==> config.mk <==
export PLATFORM = sky130hd
export DESIGN_NAME = platform_grid_scheduler
export DESIGN_NICKNAME = d
export VERILOG_FILES = /design/src/rtl/platform_grid_scheduler.sv
export SDC_FILE = /design/constraint.sdc
export NUM_CORES = 1
export LEC_CHECK = 0
export ABC_AREA = 1
export BUFFER_PORTS_ARGS = -buffer_cell sky130_fd_sc_hd__buf_2
export CORE_ASPECT_RATIO = 1.25
export CORE_MARGIN = 2
export CORE_UTILIZATION = 38
export DETAILED_ROUTE_END_ITERATION = 16
export SYNTH_ARGS = -nofsm -noshare
export SYNTH_HDL_FRONTEND = slang
export SYNTH_SLANG_ARGS = --single-unit
export TNS_END_PERCENT = 5
==> constraint.sdc <==
create_clock -name clk -period 9.8 [get_ports clk]
set_input_delay 0.49 -clock clk [delete_from_list [all_inputs] [get_ports clk]]
set_output_delay 0.49 -clock clk [all_outputs]
set_load 0.02 [all_outputs]
==> src/rtl/platform_grid_scheduler.sv <==
// Tiled platform field: occupancy map, per-frame downward scroll, LFSR-fed new rows,
// hit clearing and the registered per-pixel platform drawing request.
module platform_grid_scheduler #(
    parameter int          TILE_W      = 90,
    parameter int          TILE_H      = 90,
    parameter int          COLS        = 8,
    parameter int          ROWS        = 6,
    parameter int          PLAT_X      = 10,
    parameter int          PLAT_W      = 60,
    parameter int          PLAT_Y      = 80,
    parameter int          PLAT_H      = 10,
    parameter int          SCROLL_STEP = 1,
    parameter logic [7:0]  INIT_ROW    = 8'h55
) (
    input  logic        clk,
    input  logic        resetN,
    input  logic        startOfFrame,
    input  logic        scrollEnable,
    input  logic [10:0] pixelX,
    input  logic [10:0] pixelY,
    input  logic        collision,
    output logic        drawingRequest,
    output logic [6:0]  scrollOffset,
    output logic        busy,
    output logic        rowShiftPulse,
    output logic        hitPulse,
    output logic [7:0]  hitCount
);

    typedef enum logic [1:0] {IDLE, SCROLL, SHIFT} state_e;

    localparam logic [10:0] TILE_W_L = 11'(TILE_W);
    localparam logic [10:0] TILE_H_L = 11'(TILE_H);
    localparam logic [10:0] COLS_L   = 11'(COLS);
    localparam logic [10:0] ROWS_L   = 11'(ROWS);
    localparam logic [10:0] PX_LO    = 11'(PLAT_X);
    localparam logic [10:0] PX_HI    = 11'(PLAT_X + PLAT_W);
    localparam logic [10:0] PY_LO    = 11'(PLAT_Y);
    localparam logic [10:0] PY_HI    = 11'(PLAT_Y + PLAT_H);
    localparam logic [7:0]  TILE_H_8 = 8'(TILE_H);
    localparam logic [7:0]  STEP_8   = 8'(SCROLL_STEP);

    state_e            state_q, state_d;
    logic [COLS-1:0]   rows_q [ROWS];
    logic [COLS-1:0]   rows_d [ROWS];
    logic [6:0]        scroll_q, scroll_d;
    logic [7:0]        lfsr_q, lfsr_d;
    logic [7:0]        hit_count_q, hit_count_d;
    logic              draw_q, busy_q, shift_pulse_q, hit_pulse_q;
    logic              busy_d, shift_pulse_d;

    logic [10:0] y_eff, row, col, local_x, local_y;
    logic        occupied, draw, hit, accept, wrap;
    logic [7:0]  sum;
    logic [COLS-1:0] new_row;

    // Pixel decode shared by the draw request and the hit logic.
    // NOTE: every variable written in always_comb gets a default first, so no latch is inferred.
    always_comb begin
        y_eff    = pixelY - {4'b0, scroll_q};
        row      = y_eff / TILE_H_L;
        local_y  = y_eff % TILE_H_L;
        col      = pixelX / TILE_W_L;
        local_x  = pixelX % TILE_W_L;
        occupied = 1'b0;
        for (int r = 0; r < ROWS; r++) begin
            for (int c = 0; c < COLS; c++) begin
                if (row == 11'(r) && col == 11'(c)) occupied = rows_q[r][c];
            end
        end
        draw = (pixelY >= {4'b0, scroll_q}) && (col < COLS_L) && (row < ROWS_L) && occupied
            && (local_x >= PX_LO) && (local_x < PX_HI)
            && (local_y >= PY_LO) && (local_y < PY_HI);
    end

    assign accept = (state_q == IDLE) && !busy_q && startOfFrame && scrollEnable;
    assign hit    = (state_q == IDLE) && collision && draw;
    assign sum    = {1'b0, scroll_q} + STEP_8;
    assign wrap   = (sum >= TILE_H_8);

    always_comb begin
        state_d = state_q;
        case (state_q)
            IDLE:    if (accept) state_d = SCROLL;
            SCROLL:  state_d = wrap ? SHIFT : IDLE;
            SHIFT:   state_d = IDLE;
            default: state_d = IDLE;
        endcase
    end

    always_comb begin
        rows_d        = rows_q;
        scroll_d      = scroll_q;
        lfsr_d        = lfsr_q;
        hit_count_d   = hit_count_q;
        busy_d        = (state_q != IDLE);
        shift_pulse_d = (state_q == SHIFT);
        new_row       = lfsr_q[COLS-1:0];
        case (state_q)
            SCROLL: scroll_d = wrap ? 7'(sum - TILE_H_8) : sum[6:0];
            SHIFT: begin
                for (int r = ROWS - 1; r >= 1; r--) rows_d[r] = rows_q[r-1];
                // An all-zero row would leave the player nothing to land on.
                rows_d[0] = (new_row == '0) ? COLS'(1) : new_row;
                lfsr_d    = {lfsr_q[6:0], lfsr_q[7] ^ lfsr_q[5] ^ lfsr_q[4] ^ lfsr_q[3]};
            end
            default: begin
                if (hit) begin
                    for (int r = 0; r < ROWS; r++) begin
                        for (int c = 0; c < COLS; c++) begin
                            if (row == 11'(r) && col == 11'(c)) rows_d[r][c] = 1'b0;
                        end
                    end
                    if (hit_count_q != 8'hFF) hit_count_d = hit_count_q + 8'd1;
                end
            end
        endcase
    end

    // NOTE: sequential state uses non-blocking assignments so all registers update together.
    always_ff @(posedge clk) begin
        if (!resetN) begin
            state_q       <= IDLE;
            for (int r = 0; r < ROWS; r++) rows_q[r] <= INIT_ROW[COLS-1:0];
            scroll_q      <= '0;
            lfsr_q        <= 8'hA5;
            hit_count_q   <= '0;
            draw_q        <= 1'b0;
            busy_q        <= 1'b0;
            shift_pulse_q <= 1'b0;
            hit_pulse_q   <= 1'b0;
        end else begin
            state_q       <= state_d;
            rows_q        <= rows_d;
            scroll_q      <= scroll_d;
            lfsr_q        <= lfsr_d;
            hit_count_q   <= hit_count_d;
            draw_q        <= draw;
            busy_q        <= busy_d;
            shift_pulse_q <= shift_pulse_d;
            hit_pulse_q   <= hit;
        end
    end

    assign drawingRequest = draw_q;
    assign scrollOffset   = scroll_q;
    assign busy           = busy_q;
    assign rowShiftPulse  = shift_pulse_q;
    assign hitPulse       = hit_pulse_q;
    assign hitCount       = hit_count_q;

endmodule

==> flow_summary.yaml <==
drt:
  avgRoutedWirePerCell_um: 13.17
  vias: 7076
  antenna_left: 0
  drt_iter0_markers: 479
  drc_errors: 0
  wl_um: 18460
  avgViaCountPerCell: 5.047
  dr.pass1.iters: 5
layout:
  num_antenna_cells: 0
  nFillCells: 1958
  multi_input_area_mm2: 0.004827
  area_delta_synth_final_pct: 9.213
  final_util_pct: 42.54
  seq_area_mm2: 0.001541
  nets: 1215
  drive_above_1_share_pct: 16.78
logic_synthesis:
  synth_area_per_cell_um2: 6.258
  synth_cells: 1135
  ys_ff_latch: 77
  synth_cell_types: 58
  yosys_most_used_dff: "dfxtp_1"
  synth.area.top_cells: "dfxtp_1 22%, nand2_1 18%, inv_1 6.6%, nand3_1 6.5%, nor2_1 4.8%"
  yosys_warnings: 0
  synth_top_area_share_pct: 21.70
  synth_fp_nets: 1181
  ys_async_sr_fraction_pct: 0
  yosys.area.top_type: "dfxtp_1"
  synth_edf_count: 0
  yosysSeqAreaShare_pct: 21.70
  synth_area_mm2: 0.007103
worst_setup_path:
  slowest_stage: "o21a_4"
  crit_buf_inv: 6
  critPathTopFamily: "simple AND/OR/NAND/NOR gates"
  cpMostUsedCell: "nand2_1"
  crit_type: "flip-flop to flip-flop"
  arrival_ns: 8.46
  crit_path_end_kind: "flip-flop"
  max_stage_delay_ns: 0.51
  worstPathRequired_ns: 10.01
  crit_fanout: 49
  start_kind: "flip-flop"
placement:
  hpwlAfterDp_um: 14030
  port_buffers: 45
  gp_congestion: 0.8599
floorplanning:
  die_h_um: 156.9
  die_area_mm2: 0.01981
  die_w_um: 126.3
  pin_count: 46
  rows: 55
  coreArea_mm2: 0.01824
  initial_core_util_pct: 38.95
sta:
  slew_viol_final: 0
  tightest_slew_ns: 0.9335
  rsz0062_at_grt: "false"
  fin_skew_ns: 0.008522
  min_period_over_period_pct: 84.26
  fmax_mhz: 121.1
  finalHoldViolCount: 0
  tns_ns: 0
  finalSetupViolCount: 0
  maxSlewHeadroom_pct: 37.39
  period_minus_slack_ns: 8.258
power:
  powerDensity_mw_per_mm2: 248.6
  peakVddDrop_v: 0.0001435
  p_leak_uw: 0.003673
clock_network:
  cts_max_path_buffers: 2
  cts_tree: "done"
  cts_made_buffers: 9
  cts_resized: 0
  cts.sinks: 77
  htree_levels: 3
  root_buffer: "clkbuf_16"
  clk_latency_ns: 0.36
  cts_hold_buf: 0
  clkTransAtPathRegs_ns: 0.07
  post-cts-setup-buffer-count: 0
global_routing:
  grt_usage_pct: 19.46
  grt_pass1_wl_um: 32000
  antenna_found_initial: 0
  overflow: 0
  grt_max_degree: 50
  grt_pass1_vias: 6773
run:
  max-cap-violations: 0
run_status:
  status: "finished clean"
hold_path:
  hold_class: "input pin to flip-flop"
==> logic make-up after synthesis <==
family                   after synthesis  synth area share (%)
AND/OR/NAND/NOR                      662                 45.80
AO/OA/AOI/OAI                        176                 14.95
adder cells (fa/ha/maj)               19                 3.453
XOR/XNOR                              28                 3.717
flip-flops                            77                 21.70
buffers and inverters                173                 10.38
==> sequential cells by signal, summed over array words and instances (netlist names) <==
name	flops
lfsr_q	8
scrollOffset	7
hitPulse	1
busy	1
state_q	2
rowShiftPulse	1
rows_q	48
hitCount	8
drawingRequest	1
==> worst reg2reg max path, delay by kind of cell, from the launching register on <==
kind / cells / cell delay [ns]
AOI/OAI and AO/OA: 5 / 1.23
DFF: 1 / 0.50
buffers and inverters: 6 / 0.46
and+or+nand+nor: 53 / 4.81
adders and majority gates: 3 / 0.84
xor gates and xnor gates: 1 / 0.28
==> per-stage QoR <==
step	area, µm²	cells	setup slack, ns	hold slack (ns)	total power (µW)
2_1_floorplan	7103	1135	2.680	0.4289	1381
3_3_place_gp	7468	1386	1.597	0.4467	1596
3_5_place_dp	7468	1386	1.462	0.4498	1599
4_1_cts	7757	1402	1.527	0.4315	1934
5_1_grt	7757	1402	0.6118	0.4343	2128
6_report	7757	1402	1.542	0.4291	1929
==> metal layers <==
| metal | routed length, µm | share of wire [%] | global-route usage (%) |
|---|---|---|---|
| met3 | 641 | 3.5 | 2.735 |
| met5 | 0 | 0 | 0 |
| met2 | 8983 | 49 | 33.77 |
| met4 | 492 | 2.7 | 7.692 |
| met1 | 8345 | 45 | 24.27 |
==> report_power, final <==
group / internal, µW / total, µW / switching, µW / leakage, µW
clock: 178 / 334 / 156 / 0.000137
sequential: 328 / 343 / 14.4 / 0.000624
combinational: 398 / 1250 / 854 / 0.00291
total: 904 / 1930 / 1020 / 0.00367
==> layout by cell type, fill, tap and decap left out, types with 9 or more instances in the layout <==
cell type and n:
o21ai_0 66, nand2_1 345, inv_2 16, o21ai_1 11, nand4_1 22, nor2_1 90
a21oi_1 46, clkbuf_16 9, a31oi_1 10, nor2_2 11, inv_1 125, nor3_1 9
o211ai_1 9, ha_1 18, dfxtp_1 77, nor2_4 9, xor2_1 24, nand2_2 32
nand2_4 21, buf_2 45, nand3_1 92
==> Yosys cell counts (5+ instances only) <==
| cell type | count |
|---|---|
| nand2_1 | 345 |
| inv_1 | 125 |
| nand3_1 | 92 |
| nor2_1 | 91 |
| dfxtp_1 | 77 |
| o21ai_0 | 66 |
| a21oi_1 | 46 |
| nand2_2 | 32 |
| xor2_1 | 24 |
| nand4_1 | 22 |
| nand2_4 | 21 |
| ha_1 | 18 |
| inv_2 | 16 |
| clkbuf_1 | 13 |
| o21ai_1 | 11 |
| a31oi_1 | 10 |
| nor2_2 | 10 |
| nor2_4 | 9 |
| nor3_1 | 9 |
| o211ai_1 | 9 |
| a21oi_2 | 7 |
| nand3_4 | 6 |
| nand3b_1 | 6 |
| a31o_2 | 5 |
| buf_4 | 5 |
| nand3_2 | 5 |
==> path summary, 6_finish.rpt <==
check	slack [ns]	from	cells past startpoint	endpoint
worst min register to register	0.47	rows_q[7]$_SDFFE_PN0P_	2	rows_q[7]$_SDFFE_PN0P_
worst max-delay path	1.54	scrollOffset[0]$_SDFFE_PN0P_	68	rows_q[24]$_SDFFE_PN1P_
worst min-delay path	0.43	startOfFrame	3	state_q[0]$_SDFFE_PN0P_
worst max register to register	1.54	scrollOffset[0]$_SDFFE_PN0P_	68	rows_q[24]$_SDFFE_PN1P_
==> area by class of cell <==
cell class | instances | area share, %
Clock buffer | 9 | 2.903
Clock inverter | 7 | 0.8226
Inverter | 147 | 7.210
Multi-Input combinational cell | 885 | 62.23
Sequential cell | 77 | 19.87
Tap cell | 228 | 3.677
Timing Repair Buffer | 49 | 3.290
Power figures use the tool's default switching activity.
